### src/rtl/uart_rx_ctrl_if.sv
// Serial receive control bundle between the RX controller and its datapath.
// master: controller side; slave: datapath side.
interface uart_rx_ctrl_if;
    logic RxD;
    logic end_count;
    logic rxd_s;
    logic load_sr;
    logic count;
    logic set_count;
    logic data_ready;
    logic frame_err;

    modport master (
        input  RxD,
        input  end_count,
        output rxd_s,
        output load_sr,
        output count,
        output set_count,
        output data_ready,
        output frame_err
    );

    modport slave (
        output RxD,
        output end_count,
        input  rxd_s,
        input  load_sr,
        input  count,
        input  set_count,
        input  data_ready,
        input  frame_err
    );
endinterface

### src/rtl/uart_rx_ctrl.sv
// 16x-oversampled 8N1 UART receive controller driving an external datapath.
// Optional 3-sample majority filter: define UART_RX_GLITCH_FILTER_EN.
module uart_rx_ctrl #(
    parameter int unsigned OVS_DIV = 27
) (
    input  logic           clk,
    input  logic           rst,
    uart_rx_ctrl_if.master rx_io
);

    localparam int unsigned PW = (OVS_DIV > 1) ? $clog2(OVS_DIV) : 1;
    localparam logic [PW-1:0] PRESC_MAX = PW'(OVS_DIV - 1);

    typedef enum logic [2:0] {
        IDLE,
        START,
        DATA,
        STOP,
        WAIT_HIGH
    } state_t;

    state_t        state_q;
    logic [1:0]    sync_q;
    logic [PW-1:0] presc_q;
    logic [3:0]    sub_q;
    logic          rxd_s_q;
    logic          load_sr_q;
    logic          count_q;
    logic          set_count_q;
    logic          data_ready_q;
    logic          frame_err_q;

    logic rxd_sync;
    logic tick;
    logic sample;

    assign rxd_sync = sync_q[1];
    assign tick     = (presc_q == PRESC_MAX);

`ifdef UART_RX_GLITCH_FILTER_EN
    logic [2:0] hist_q;

    always_ff @(posedge clk or posedge rst) begin
        if (rst) begin
            hist_q <= 3'b111;
        end else begin
            hist_q <= {hist_q[1:0], rxd_sync};
        end
    end

    assign sample = (hist_q[0] & hist_q[1]) |
                    (hist_q[0] & hist_q[2]) |
                    (hist_q[1] & hist_q[2]);
`else
    assign sample = rxd_sync;
`endif

    always_ff @(posedge clk or posedge rst) begin
        if (rst) begin
            state_q      <= IDLE;
            sync_q       <= 2'b11;
            presc_q      <= '0;
            sub_q        <= '0;
            rxd_s_q      <= 1'b1;
            load_sr_q    <= 1'b0;
            count_q      <= 1'b0;
            set_count_q  <= 1'b1;
            data_ready_q <= 1'b0;
            frame_err_q  <= 1'b0;
        end else begin
            sync_q       <= {sync_q[0], rx_io.RxD};
            load_sr_q    <= 1'b0;
            count_q      <= 1'b0;
            data_ready_q <= 1'b0;
            frame_err_q  <= 1'b0;
            presc_q      <= tick ? '0 : presc_q + PW'(1);
            if (tick) begin
                sub_q <= sub_q + 4'd1;
            end

            unique case (state_q)
                IDLE: begin
                    set_count_q <= 1'b1;
                    if (!rxd_sync) begin
                        state_q     <= START;
                        presc_q     <= '0;
                        sub_q       <= '0;
                        set_count_q <= 1'b0;
                    end
                end
                // Mid start bit: re-check the line to reject noise.
                START: begin
                    if (tick && sub_q == 4'd7) begin
                        sub_q <= '0;
                        if (!sample) begin
                            state_q <= DATA;
                        end else begin
                            state_q     <= IDLE;
                            set_count_q <= 1'b1;
                        end
                    end
                end
                DATA: begin
                    if (tick && sub_q == 4'd15) begin
                        rxd_s_q   <= sample;
                        load_sr_q <= 1'b1;
                        if (rx_io.end_count) begin
                            state_q <= STOP;
                        end else begin
                            count_q <= 1'b1;
                        end
                    end
                end
                STOP: begin
                    if (tick && sub_q == 4'd15) begin
                        if (sample) begin
                            data_ready_q <= 1'b1;
                            state_q      <= IDLE;
                            set_count_q  <= 1'b1;
                        end else begin
                            frame_err_q <= 1'b1;
                            state_q     <= WAIT_HIGH;
                        end
                    end
                end
                WAIT_HIGH: begin
                    if (rxd_sync) begin
                        state_q     <= IDLE;
                        set_count_q <= 1'b1;
                    end
                end
                default: begin
                    state_q     <= IDLE;
                    set_count_q <= 1'b1;
                end
            endcase
        end
    end

    assign rx_io.rxd_s      = rxd_s_q;
    assign rx_io.load_sr    = load_sr_q;
    assign rx_io.count      = count_q;
    assign rx_io.set_count  = set_count_q;
    assign rx_io.data_ready = data_ready_q;
    assign rx_io.frame_err  = frame_err_q;

endmodule

### src/flat_wrapper.sv
// flat-port wrapper written by rule: the top's interface ports become plain ports
module uart_rx_ctrl_flat 
#(
    parameter int unsigned OVS_DIV = 27
)
  (clk, rst, rx_io_RxD, rx_io_end_count, rx_io_rxd_s, rx_io_load_sr, rx_io_count, rx_io_set_count, rx_io_data_ready, rx_io_frame_err);
  uart_rx_ctrl_if rx_io_i ();
  input  logic clk;
  input  logic rst;
  input wire logic [$bits(rx_io_i.RxD)-1:0] rx_io_RxD;
  input wire logic [$bits(rx_io_i.end_count)-1:0] rx_io_end_count;
  output wire logic [$bits(rx_io_i.rxd_s)-1:0] rx_io_rxd_s;
  output wire logic [$bits(rx_io_i.load_sr)-1:0] rx_io_load_sr;
  output wire logic [$bits(rx_io_i.count)-1:0] rx_io_count;
  output wire logic [$bits(rx_io_i.set_count)-1:0] rx_io_set_count;
  output wire logic [$bits(rx_io_i.data_ready)-1:0] rx_io_data_ready;
  output wire logic [$bits(rx_io_i.frame_err)-1:0] rx_io_frame_err;
  assign rx_io_i.RxD = rx_io_RxD;
  assign rx_io_i.end_count = rx_io_end_count;
  assign rx_io_rxd_s = rx_io_i.rxd_s;
  assign rx_io_load_sr = rx_io_i.load_sr;
  assign rx_io_count = rx_io_i.count;
  assign rx_io_set_count = rx_io_i.set_count;
  assign rx_io_data_ready = rx_io_i.data_ready;
  assign rx_io_frame_err = rx_io_i.frame_err;
  uart_rx_ctrl #(.OVS_DIV(OVS_DIV)) u_core (.clk(clk), .rst(rst), .rx_io(rx_io_i));
endmodule
### config.mk
export PLATFORM = sky130hd
export DESIGN_NAME = uart_rx_ctrl_flat
export DESIGN_NICKNAME = d
export VERILOG_FILES = /design/src/rtl/uart_rx_ctrl_if.sv /design/src/rtl/uart_rx_ctrl.sv /design/src/flat_wrapper.sv
export SDC_FILE = /design/constraint.sdc
export NUM_CORES = 1
export LEC_CHECK = 0
export ABC_AREA = 1
export CAP_MARGIN = 40
export CORE_MARGIN = 10
export CORE_UTILIZATION = 49
export CTS_CLUSTER_SIZE = 24
export DETAILED_ROUTE_END_ITERATION = 7
export GPL_ROUTABILITY_DRIVEN = 1
export PLACE_DENSITY = 0.73
export SETUP_SLACK_MARGIN = 0.15
export SLEW_MARGIN = 20
export SYNTH_ARGS = -nofsm -noshare
export SYNTH_HDL_FRONTEND = slang
export SYNTH_SLANG_ARGS = --single-unit
### constraint.sdc
create_clock -name clk -period 1.4 [get_ports clk]
set_input_delay 0.14 -clock clk [delete_from_list [all_inputs] [get_ports clk]]
set_output_delay 0.14 -clock clk [all_outputs]
set_load 0.01 [all_outputs]
==> flow_summary.ini, run 1 <==
[sta]
period_minus_slack_ns = 1.37
rsz0062_at_grt = yes
timing.fmax_mhz = 728
setup_tns_ns = 0
drv_slew = 0
hold_viol_final = 0
period_share = 0.982
final-setup-viol-count = 0
slew_headroom = 0.807
clock_skew_ns = 0.00252
fin_ws_ns = 0.0256
tightestPinTransition_ns = 0.289

[setup_path]
startpoint = u_core.presc_q[0]
cp_slowest_cell = dfrtp_1
cp_slowest_stage_delay_ns = 0.40
critical_path_class = flop to flop
path_delay_family = simple AND/OR/NAND/NOR gates
path_depth = 9
end_kind = flop
rr_worst_depth = 9
rrSetupSlack_ns = 0.03
cp-start-kind = flop
required_ns = 1.59
crit_top_cell = nand2_2
timing.rr.end = u_core.sub_q[1]
cp_max_fo = 6
cp.buffers_inverters = 1
rr_startpoint = u_core.presc_q[0]
crit_arrival_ns = 1.56
path_cells = inv_1, ha_1, nand2_2, nor2_8, nand2_2, nand2_4, nand2_2, nor2_4, a21oi_1

[grt]
grt_usage = 0.105
grt_max_degree = 21
grt_overflow_total = 0
grt_pass1_vias = 830
antenna_found_initial = 0
grt_pass1_wl_um = 3610

[run]
max-cap-violations = 0

[power]
finalPower_uw = 1990
leakage_uw = 0.000646
vdd_drop_max_v = 0.000929
p_per_area_nw_per_um2 = 1580

[place]
post-place-ws_ns = -0.00851
place_hpwl_um = 1460
io_buffer_count = 9
gp_congestion = 0.988

[yosys]
synth_top_area_cell = dfrtp_1
synth_area_um2 = 995
synth-edff-count = 0
yosysSeqAreaShare = 0.508
yosys.area.top_type_share = 0.403
async_reset_ff_frac = 1.00
synth-main-ff-cell = dfrtp_1
syn_inst = 111
synth_nets = 119
synthTopCellsByCount = nand2_1, dfrtp_1, nor2_1, inv_1, nand3_1
synthTopCellsByArea = dfrtp_1, dfstp_2, nand2_1
avgSynthCellArea_um2 = 8.96
yosysMostFrequentCell = nand2_1
yosys_warnings = 0
synth_seq_cells = 20
yosysUniqueCellTypes = 23

[finish]
num-fill-cells = 165
antennaDiodeCount = 0
drive_gt1_frac = 0.331
fin_nets = 139
area_growth_pct = 26.8

[floorplan]
initial_core_util = 0.512
ios = 10
dieWidth_um = 65.1
placement_rows = 16
coreArea_um2 = 1940
die_h_um = 65.1
dieArea_um2 = 4230

[detailed_routing]
drt_iter0_markers = 23
vias_per_cell = 5.11
drt_first_pass_iters = 4
ant_nets = 0
detail_route.wirelength_um = 1980
wl_per_cell_um = 12.6
via_count = 802
drc_errors = 0

[hold_path]
hold_path.class = input port to async pin

[clocking]
cts_buffers = 3
path_clk_slew_ns = 0.11
tritoncts = built
clockBufferDepth = 2
cts_htree_levels = 1
clkLatencyLatePin_ns = 0.29
hold_buffers = 0
root_buffer = clkbuf_4
cts_num_sinks = 20

[run_status]
outcome = finished clean
-- how the worst max path moves through the flow --
stage                   endpoint  slack (ns)
2_1_floorplan    u_core.sub_q[3]        0.09
3_3_place_gp     u_core.sub_q[3]        0.05
3_5_place_dp     u_core.sub_q[3]      -0.009
4_1_cts        u_core.state_q[1]       -0.01
5_1_grt          u_core.sub_q[3]       -0.10
6_report         u_core.sub_q[1]        0.03
-- where the power goes --
part	leakage, µW	switching, µW	internal (µW)	total, µW
registers	0.000253	113	713	826
logic	0.000372	526	310	836
clock network	0.0000210	168	158	326
total	0.000646	807	1180	1990
-- placed cells by master (no fill, tap or decap), types with 3 or more instances in the layout --
cell type	netlist	routed
ha_1	4	4
o21ai_1	1	3
dfrtp_1	16	16
xor2_1	3	3
clkbuf_4	0	3
nor2_4	1	3
inv_2	7	7
nor3_2	1	3
nand2_4	0	3
nor2_1	13	12
nand2_1	22	18
dlygate4sd2_1	0	4
nand2_2	4	5
clkdlybuf4s50_1	0	3
nand3_1	8	7
inv_1	8	8
buf_4	0	5
dfstp_2	4	4
-- flip-flops by register name, summed over array words and instances, names as in the netlist --
register	flops
u_core.rx_io.rxd_s	1
u_core.rx_io.count	1
u_core.rx_io.data_ready	1
u_core.state_q	3
u_core.sync_q	2
u_core.rx_io.frame_err	1
u_core.presc_q	5
u_core.sub_q	4
u_core.rx_io.set_count	1
u_core.rx_io.load_sr	1
-- final cells by class --
class	instances	area, µm²	share of cell area
well taps	27	33.8	0.0268
multi-input cells	76	505	0.401
inverters	15	56.3	0.0446
repair buffers	15	124	0.0982
flip-flops and latches	20	505	0.401
clock buffers	4	36.3	0.0288
-- metal layers --
layer	up-vias	GRT usage	wire length, µm
met2	26	0.175	957
met5	-	0	0
met1	378	0.121	913
met4	0	0.0588	38
met3	6	0.0241	70
li1	392	-	-
-- cell families after synthesis --
family | Yosys count | share of synthesized area
AOI/OAI and AO/OA | 9 | 0.0591
xor gates and xnor gates | 4 | 0.0352
adders and majority gates | 4 | 0.0503
buffers and inverters | 15 | 0.0566
DFF | 20 | 0.508
and+or+nand+nor | 59 | 0.291
-- tightest hold or removal path: stages --
cell and delay [ns]:
clkdlybuf4s50_1 0.39, inv_1 0.05, buf_4 0.25
-- repair_timing --
item	4_1_cts	5_1_grt
setup endpoints to repair	24	20
setup buffers	1	1
pin swaps	5	3
resized for setup	19	9
-- stage by stage --
stage / area [µm²] / util / cells / hold WS, ns
after floorplan: 1000 / - / 111 / 0.101
after global placement: 1150 / 0.594 / 151 / 0.350
after detailed placement: 1150 / 0.594 / 151 / 0.350
after CTS: 1240 / 0.637 / 156 / 0.152
after global routing: 1260 / 0.649 / 157 / 0.166
final: 1260 / 0.649 / 157 / 0.153
Note: power is estimated with default switching activity, not from simulation.
==> run 2: changes to the inputs <==
--- a/config.mk
+++ b/config.mk
@@ -14,6 +14,7 @@
 export GPL_ROUTABILITY_DRIVEN = 1
 export PLACE_DENSITY = 0.73
 export SETUP_SLACK_MARGIN = 0.15
+export SKIP_LAST_GASP = 1
 export SLEW_MARGIN = 20
 export SYNTH_ARGS = -nofsm -noshare
 export SYNTH_HDL_FRONTEND = slang
==> results of run 2 <==
Same layout as run 1: the final DEF is identical, and so are final timing and power.
Main changes from that run: number of gates resized after CTS 19 -> 18
